--- src/rtl/rotate_right_seq.sv ---
// rotate_right_seq: multicycle right rotator / logical / arithmetic shifter.
// One barrel layer is applied per clock: layer k shifts by 2^k when ShAmt[k] is set.
// Valid/ready handshake on input (IDLE only) and output (DONE only).
// Optional build macro ROTATE_RIGHT_SEQ_EARLY_DONE_EN: leave RUN as soon as no
// higher amount bits remain, so latency becomes 1 + index of the highest set bit.
module rotate_right_seq #(
    parameter int unsigned WIDTH = 16,
    parameter int unsigned SHW   = 4
) (
    input  logic             clk,
    input  logic             rst_n,
    input  logic             in_valid,
    output logic             in_ready,
    input  logic [1:0]       op,
    input  logic [WIDTH-1:0] in_data,
    input  logic [SHW-1:0]   ShAmt,
    output logic             out_valid,
    input  logic             out_ready,
    output logic [WIDTH-1:0] out_data,
    output logic             busy
);

    localparam int unsigned StgW = (SHW > 1) ? $clog2(SHW) : 1;
    localparam logic [StgW-1:0] LastStage = StgW'(SHW - 1);

    typedef enum logic [1:0] {StIdle, StRun, StDone} state_e;

    state_e           state_q, state_d;
    logic [StgW-1:0]  stage_q, stage_d;
    logic [1:0]       op_q, op_d;
    logic [SHW-1:0]   amt_q, amt_d;
    logic [WIDTH-1:0] data_q, data_d;

    logic [WIDTH-1:0]   step;
    logic [2*WIDTH-1:0] rot_wide;
    logic [WIDTH-1:0]   layer_res;
    logic               last_stage;

    // Result of the current barrel layer applied to the working register.
    always_comb begin
        step     = WIDTH'(1) << stage_q;
        rot_wide = {data_q, data_q} >> step;
        case (op_q)
            2'b01:   layer_res = data_q >> step;
            2'b10:   layer_res = $signed(data_q) >>> step;
            default: layer_res = rot_wide[WIDTH-1:0];  // ROR, and reserved 11 behaves as ROR
        endcase
    end

    // Decide whether the current stage is the final one.
    always_comb begin
`ifdef ROTATE_RIGHT_SEQ_EARLY_DONE_EN
        last_stage = (stage_q == LastStage) || (((amt_q >> stage_q) >> 1) == '0);
`else
        last_stage = (stage_q == LastStage);
`endif
    end

    // Next-state logic for the control FSM and datapath registers.
    always_comb begin
        state_d = state_q;
        stage_d = stage_q;
        op_d    = op_q;
        amt_d   = amt_q;
        data_d  = data_q;
        unique case (state_q)
            StIdle: begin
                if (in_valid) begin
                    data_d  = in_data;
                    op_d    = op;
                    amt_d   = ShAmt;
                    stage_d = '0;
                    state_d = StRun;
                end
            end
            StRun: begin
                if (amt_q[stage_q]) begin
                    data_d = layer_res;
                end
                if (last_stage) begin
                    state_d = StDone;
                end else begin
                    stage_d = stage_q + 1'b1;
                end
            end
            StDone: begin
                if (out_ready) begin
                    state_d = StIdle;
                end
            end
            default: state_d = StIdle;
        endcase
    end

    // State and datapath registers with asynchronous clear.
    always_ff @(posedge clk or negedge rst_n) begin
        if (!rst_n) begin
            state_q <= StIdle;
            stage_q <= '0;
            op_q    <= '0;
            amt_q   <= '0;
            data_q  <= '0;
        end else begin
            state_q <= state_d;
            stage_q <= stage_d;
            op_q    <= op_d;
            amt_q   <= amt_d;
            data_q  <= data_d;
        end
    end

    assign in_ready  = (state_q == StIdle);
    assign out_valid = (state_q == StDone);
    assign busy      = (state_q != StIdle);
    assign out_data  = data_q;

endmodule

--- config.mk ---
export PLATFORM = sky130hd
export DESIGN_NAME = rotate_right_seq
export DESIGN_NICKNAME = d
export VERILOG_FILES = /design/src/rtl/rotate_right_seq.sv
export SDC_FILE = /design/constraint.sdc
export NUM_CORES = 1
export LEC_CHECK = 0
export ABC_AREA = 0
export BUFFER_PORTS_ARGS = -buffer_cell sky130_fd_sc_hd__buf_2
export CAP_MARGIN = 20
export CORE_ASPECT_RATIO = 1.1
export CORE_MARGIN = 2
export CORE_UTILIZATION = 42
export CTS_BUF_LIST = sky130_fd_sc_hd__clkbuf_4 sky130_fd_sc_hd__clkbuf_8 sky130_fd_sc_hd__clkbuf_16
export CTS_CLUSTER_SIZE = 14
export DETAILED_ROUTE_END_ITERATION = 10
export GPL_ROUTABILITY_DRIVEN = 1
export SETUP_SLACK_MARGIN = 0.2
export SKIP_LAST_GASP = 1
export SLEW_MARGIN = 20
export SYNTH_ARGS = -nofsm -noshare
export SYNTH_HDL_FRONTEND = slang
export SYNTH_SLANG_ARGS = --single-unit
--- constraint.sdc ---
create_clock -name clk -period 2.4 [get_ports clk]
set_input_delay 0.36 -clock clk [delete_from_list [all_inputs] [get_ports clk]]
set_output_delay 0.36 -clock clk [all_outputs]
set_load 0.01 [all_outputs]
**Yosys cells after proc, flatten, opt, wreduce, memory -nomap -nowiden**

Cells that the tools add are included.

- $add $sub $neg: 1
- $lt $le $gt $ge: 1
- Eq/ne operators: 10
- Shift-type cells: 4
- Mux-type cells: 13
- Reduce and logical (&&, ||, !) cells: 7

Operators by type and width:

| cell | count |
|---|---|
| case mux 16 bit (2 select lines) | 2 |
| 2-to-1 mux 16 bit | 2 |
| right shift 32 x 16 -> 16 bit | 1 |
| << shifter 1 x 2 -> 16 bit (first input constant) | 1 |
| right shift 16 x 16 -> 16 bit | 1 |
| >>> shifter 16 x 16 -> 16 bit | 1 |
| 2-to-1 mux 2 bit | 5 |
| AND reduction 3 bit | 3 |
| inequality test 2 bit (second input constant) | 4 |
| == test 2 bit (second input constant) | 3 |
| case mux 2 bit (3 select lines) | 1 |
| == test 2 x 1 -> 1 bit (second input constant) | 2 |
| case mux 2 bit (2 select lines) | 1 |
| nonzero test 2 bit | 2 |
| less-than comparator 2 x 3 -> 1 bit (second input constant) | 1 |
| adder 2 x 1 -> 2 bit (second input constant) | 1 |
| binary-select mux 1 bit (select 2 bit) | 1 |
| zero test 2 bit | 1 |
| inequality test 2 x 1 -> 1 bit (second input constant) | 1 |
| AND reduction 2 bit | 1 |
| 2-to-1 mux 1 bit | 1 |

- Bits in registers: 26
- Input bits: 26
- Output and inout bits: 19

**Logic depth before layout (Yosys ltp)**

Gate-level depths: netlist of run 1.

- Depth after elaboration: 5
- Mapped depth: 10
- Gate-level depth less buffers: 7

**Worst setup path after synthesis of run 1**

OpenSTA, ideal clock, no wires.

- Kind: register to register
- Start: reg stage_q[1]
- End: reg data_q[13], in the netlist out_data[13]
- Setup time: 0.130 ns
- Arrival time: 2.001 ns
- Data required time: 2.270 ns
- Slack: 0.269 ns
- Stages on the path, launching flop included: 8
- Buffers on the path: 1
- Cell sequence: dfrtp_1 -> inv_1 -> ha_1 -> buf_6 -> mux2_2 -> mux4_2 -> a221oi_2 -> o221ai_2

- Cells in the longest elaborated chain, start to end: 5
- Elaborated cells between the ends (all ways): 11
- Those cells by class: 1 x eq/ne; 4 x shift; 5 x mux; 1 x reduce/logical

RTL lines:

| element | RTL line | text |
|---|---|---|
| start, declared | 29 | `logic [StgW-1:0] stage_q, stage_d;` |
| start signal, assigned | 105 | `stage_q <= stage_d;` |
| << shifter 1 x 2 -> 16 bit | 41 | `step = WIDTH'(1) << stage_q;` |
| right shift 32 x 16 -> 16 bit (tied with other cells) | 42 | `rot_wide = {data_q, data_q} >> step;` |
| case mux 16 bit (2 select lines) | 43 | `case (op_q)` |
| 2-to-1 mux 16 bit | 77 | `if (amt_q[stage_q]) begin` |
| case mux 16 bit (2 select lines) | 66 | `unique case (state_q)` |
| end signal, assigned | 108 | `data_q <= data_d;` |
| end, declared | 32 | `logic [WIDTH-1:0] data_q, data_d;` |

Parallel ways exist; a longest one is shown, timed or not. The select of a mux whose other input is x is not followed.
A chain may end at the register's enable or synchronous reset.

**Final worst setup path of run 1**

- Start: reg stage_q[0]
- End: reg data_q[1], in the netlist out_data[1]

Same word-level chain as after synthesis.

==> impl_metrics.ini, run 1 <==
[global_routing]
grt_pass1_wl_um = 15000
grt_pass1_vias = 2666
grt_max_degree = 27
use_met1_pct = 38.7
overflow = 0
grt_util_all_layers_pct = 28.5
use_met3_pct = 5.08
grt_util_met2_pct = 45.4
grt_antenna_before_repair = 0
grt-busiest-layer = met2

[clock_tree]
root_buffer = clkbuf_8
insertion_delay_ns = 0.29
cts_max_level = 1
clkSinkCount = 26
cts_tree = yes
cts.path.max_buffers = 2
hold_buffers = 0
path_clk_slew_ns = 0.11
cts_made_buffers = 3

[worst_hold_path]
hp-class = primary input to asynchronous set/reset pin

[placed_design]
port-buffer-count = 44
gp_congestion = 0.979
hpwl_um = 6950
place_inst = 436

[timing]
fin_tns_setup_ns = 0
setup_violations = 0
max_slew_margin_pct = 56.7
min_period_over_period_pct = 92.5
worstMarginPinSlew_ns = 0.649
period_needed_ns = 2.22
skew_ns = 0.0136
rsz0062_at_grt = yes
fmax_mhz = 451
hold_viol_final = 0
maxSlewViolCount = 0

[synthesis]
synth_ff_type = dfrtp_1
netlist_area_mm2 = 0.00265
synth-async-reset-ratio_pct = 100
yosysTopAreaCell = dfrtp_1
yosysWarnings = 0
synthMuxAreaShare_pct = 26.3
avgSynthCellArea_um2 = 8.65
synthSimpleGateAreaFrac_pct = 17.7
synth_top_family_by_area = multiplexers
synth_fa_ha_area_share_pct = 2.36
yosysSeqAreaShare_pct = 24.6
synth_edf_count = 0
synth_area_leaders = dfrtp_1 25%, mux2_2 11%, mux2i_1 7.2%
synth_nets = 337
ys_seq_elements = 26
synth_top_area_share_pct = 24.6
yosys.cell_types.count = 52
synth_xor_area_share_pct = 0.331
synth-compound-area-share_pct = 22.9
netlist_instances = 306

[floorplanning]
dieHeight_um = 87.3
coreArea_mm2 = 0.00612
die_x_um = 79.7
num_rows = 30
die_area_mm2 = 0.00696
num_io_pins = 45
start_util_pct = 43.3

[cells_and_area]
diodes = 0
fin_nets = 403
area.growth.synth_to_final_pct = 28.0
drive_above_1_share_pct = 39.6
final_cells = 451

[setup_path]
cp.arrival_ns = 2.42
crit-reg2reg-launch = stage_q[0]
end_kind = flop
start_kind = flop
reg2reg_depth = 7
regToRegSetupSlack_ns = 0.18
worstSetupPathType = flop to flop
r2r_end = out_data[1]
crit_end = out_data[1]
crit_path_start = stage_q[0]
worstPathRequired_ns = 2.60
critPathMaxFanout = 17

[drt]
drt_iter0_markers = 553
wire_per_inst_um = 21.3
finalWirelength_um = 9610
via_count = 2892
ant_nets = 0
drc = 0
viasPerCell = 6.41
firstDrtPassIters = 5

[outcome]
status = completed

[run]
drv_cap = 0
==> worst min path at each step <==
| stage | startpoint | endpoint | slack (ns) | cells past startpoint |
|---|---|---|---|---|
| after floorplan | rst_n | amt_q[0] | 0.06 | 0 |
| after global placement | rst_n | out_data[6] | 0.41 | 1 |
| after detailed placement | rst_n | out_data[0] | 0.42 | 1 |
| after CTS | rst_n | out_data[13] | 0.11 | 1 |
| after global routing | rst_n | amt_q[0] | 0.16 | 1 |
| final | rst_n | amt_q[0] | 0.08 | 1 |
==> kinds of logic after synthesis <==
logic type,count (synthesis)
adder cells (fa/ha/maj),5
AND/OR/NAND/NOR,101
multiplexers,54
buffers and inverters,32
XOR/XNOR,1
flip-flops,26
AO/OA/AOI/OAI,87
==> flip-flops by register name (all words and copies together), names as in the netlist <==
| signal | flops |
|---|---|
| state_q | 2 |
| amt_q | 4 |
| op_q | 2 |
| stage_q | 2 |
| out_data | 16 |
==> worst max-delay path: stages, from the launching register on <==
cell	delay, ns
dfrtp_1	0.44
inv_2	0.14
ha_2	0.39
buf_4	0.29
o31ai_1	0.10
o32a_1	0.33
mux2_2	0.29
o22ai_1	0.16
==> per-stage QoR <==
step | setup WS [ns] | area [um2] | hold slack (ns) | util (%)
floorplan | 0.269 | 2650 | 0.0644 | -
global placement | 0.0312 | 3090 | 0.410 | 50.5
detailed placement | -0.00554 | 3090 | 0.423 | 50.5
CTS | 0.152 | 3230 | 0.113 | 52.7
global route | 0.103 | 3390 | 0.158 | 55.4
finish | 0.181 | 3390 | 0.0839 | 55.4
==> cell usage after synthesis, types with 6 or more instances <==
| library cell | instances |
|---|---|
| nand2_1 | 32 |
| nor2_1 | 29 |
| dfrtp_1 | 26 |
| mux2_2 | 26 |
| o21ai_0 | 23 |
| mux2i_1 | 19 |
| a21oi_1 | 14 |
| clkbuf_1 | 10 |
| buf_2 | 9 |
| nor3_1 | 9 |
| o31ai_1 | 8 |
| inv_1 | 6 |
| mux4_2 | 6 |
| nand2b_1 | 6 |
==> placed cells by master (no fill, tap or decap), types with 3 or more instances in the layout <==
master / Yosys / routed
nor2_1: 29 / 29
buf_4: 0 / 35
nand2_1: 32 / 32
inv_1: 6 / 4
o21ai_0: 23 / 21
mux4_2: 6 / 8
nor3_1: 9 / 7
nor2b_1: 5 / 5
o22ai_1: 4 / 4
a21oi_1: 14 / 14
o211ai_1: 4 / 4
dfrtp_1: 26 / 26
nand2b_1: 6 / 6
o221ai_2: 1 / 3
or3_1: 3 / 3
and3_1: 4 / 4
mux2i_1: 19 / 16
clkbuf_8: 0 / 4
o31ai_1: 8 / 8
buf_2: 9 / 44
o21ai_1: 2 / 3
mux2_2: 26 / 24
nand3_1: 4 / 4
a211oi_1: 5 / 4
==> cell type report <==
cell class | count | area [um2]
fill | 546 | 2730
multi-input combinational | 248 | 1960
sequential | 26 | 651
timing repair buffer | 84 | 592
tap | 80 | 100
clock buffer | 4 | 55.1
inverter | 9 | 35.0
==> routing by layer <==
layer  vias up  part of all wire [%]
li1       1287                     -
met1      1376                    39
met2       192                    47
met3        37                   8.9
met4         0                   4.5
met5         -                     0
==> what timing repair did <==
action                                  4_1_cts  5_1_grt
endpoints found under the setup margin       13       13
cloned                                        1        1
buffers inserted                              3        6
resized for setup                            10       21
pin swaps                                     0        6
Power of run 1 is not shown: default switching activity piles up to over one toggle a cycle in this logic, so the estimate is an artifact.
==> run 2: changes to the inputs <==
--- a/config.mk
+++ b/config.mk
@@ -10,11 +10,13 @@
 export CAP_MARGIN = 20
 export CORE_ASPECT_RATIO = 1.1
 export CORE_MARGIN = 2
-export CORE_UTILIZATION = 42
+export CORE_UTILIZATION = 50
 export CTS_BUF_LIST = sky130_fd_sc_hd__clkbuf_4 sky130_fd_sc_hd__clkbuf_8 sky130_fd_sc_hd__clkbuf_16
 export CTS_CLUSTER_SIZE = 14
 export DETAILED_ROUTE_END_ITERATION = 10
-export GPL_ROUTABILITY_DRIVEN = 1
+export GPL_ROUTABILITY_DRIVEN = 0
+export HOLD_SLACK_MARGIN = 0.06
+export PLACE_DENSITY = 0.72
 export SETUP_SLACK_MARGIN = 0.2
 export SKIP_LAST_GASP = 1
 export SLEW_MARGIN = 20
==> run 2 against run 1 <==
Non-clock buffer count shrank 8. Setup slack hardly changed. Core utilization grew 11 points. Sequential share of layout area is 0.28 points higher. Flip-flop and latch count did not move. Clock skew is 0.010 ns lower. Register-to-register slack about the same. Design area shrank 1.3%. Final cell count down 6.7%. Maximum frequency is essentially flat. Critical path type unchanged. Largest cell class unchanged.
==> impl_metrics.ini, run 2 (synthesis gave the netlist of run 1 again) <==
[cells_and_area]
final_cells = 421
final_common_cell = buf_2
mostFrequentLayoutCells = 44 x buf_2, 32 x nand2_1, 28 x nor2_1, 25 x dfrtp_1, 24 x buf_4
area.growth.synth_to_final_pct = 26.4
largest_reg_flops = 16
fin_nets = 395
final_area_mm2 = 0.00335
drive_above_1_share_pct = 38.0
diodes = 0

[floorplanning]
start_util_pct = 52.2
num_io_pins = 45
num_rows = 27
dieHeight_um = 80.3
die_x_um = 73.4
coreArea_mm2 = 0.00507
die_area_mm2 = 0.00589

[timing]
max_slew_margin_pct = 60.0
fmax_mhz = 451
fin_tns_setup_ns = 0
worstMarginPinSlew_ns = 0.600
setup_violations = 0
skew_ns = 0.00343
rsz0062_at_grt = yes
hold_viol_final = 0
maxSlewViolCount = 0
min_period_over_period_pct = 92.5
period_needed_ns = 2.22

[global_routing]
grt_antenna_before_repair = 0
grt_pass1_vias = 2700
overflow = 0
grt_util_all_layers_pct = 31.5
grt_pass1_wl_um = 14100
grt_max_degree = 27

[clock_tree]
cts_made_buffers = 3
insertion_delay_ns = 0.28
root_buffer = clkbuf_8
path_clk_slew_ns = 0.10
hold_buffers = 0
clkSinkCount = 26
cts_max_level = 1
cts_tree = yes
cts.path.max_buffers = 2

[placed_design]
port-buffer-count = 44
place_inst = 406
placed_cell_area_mm2 = 0.00302
hpwl_um = 6430

[setup_path]
worstSetupPathType = flop to flop
critPathMaxFanout = 7
start_kind = flop
end_kind = flop
worstPathRequired_ns = 2.57
cp.arrival_ns = 2.39

[drt]
drc = 0
viasPerCell = 6.97
wire_per_inst_um = 22.0
ant_nets = 0
via_count = 2934
firstDrtPassIters = 8
finalWirelength_um = 9280
drt_iter0_markers = 551

[run]
drv_cap = 0

[outcome]
status = completed

[worst_hold_path]
hp-class = primary input to asynchronous set/reset pin
run 2: cell count changes in the layout (fill, tap and decap cells not counted), sizes merged:
cell      before  now
clkinv         3    2
clkinvlp       0    1
buf           82   74
clkbuf         5    4
bufinv         0    1
run 2: timing repair:
item / in CTS / in global routing
pin swaps: 1 / 6
cloned: 1 / 1
gates resized for setup: 11 / 24
setup endpoints to repair: 14 / 16
buffers inserted: 3 / 6
run 2: final cells by class:
| type | instances | area, um2 |
|---|---|---|
| repair buffers | 76 | 564 |
| clock buffers | 3 | 41.3 |
| multi-input cells | 248 | 1940 |
| clock inverters | 1 | 30.0 |
| fillers | 412 | 1720 |
| inverters | 9 | 41.3 |
| well taps | 58 | 72.6 |
| flip-flops and latches | 26 | 652 |
run 2: worst max-delay path, cell delays in order, from the launching register on:
cell and delay, ns:
dfrtp_1 0.40, inv_2 0.13, ha_4 0.20, clkbuf_16 0.17
mux2_2 0.33, mux2i_2 0.25, o22ai_1 0.19, o31ai_2 0.32
a21oi_1 0.11
run 2: through the flow:
step	util [%]	setup slack [ns]	hold slack (ns)
after floorplan	-	0.269	0.0644
after global placement	59.5	0.0517	0.401
after detailed placement	59.5	0.0311	0.405
after CTS	62.7	0.212	0.0932
after global routing	66.0	0.122	0.118
final	66.0	0.181	0.0677
run 2: path summary, 6_finish.rpt:
kind / from / end / slack, ns / depth (start not counted)
min in group clk: op[1] / op_q[1] / 0.30 / 2
setup reg to reg: stage_q[1] / out_data[10] / 0.18 / 8
max in group asynchronous: rst_n / stage_q[0] / 1.91 / 1
hold / removal: rst_n / op_q[1] / 0.07 / 1
setup / recovery: stage_q[1] / out_data[10] / 0.18 / 8
hold reg to reg: amt_q[2] / amt_q[2] / 0.52 / 1
run 2: metal layers:
| metal | track usage [%] | vias to the layer above | wire [um] |
|---|---|---|---|
| met1 | 42.8 | 1377 | 3540 |
| met3 | 6.02 | 57 | 958 |
| met4 | 15.1 | 0 | 554 |
| met2 | 47.8 | 226 | 4230 |
| met5 | 0 | - | 0 |
| li1 | - | 1274 | - |
Power of run 2 is left out for the same reason.
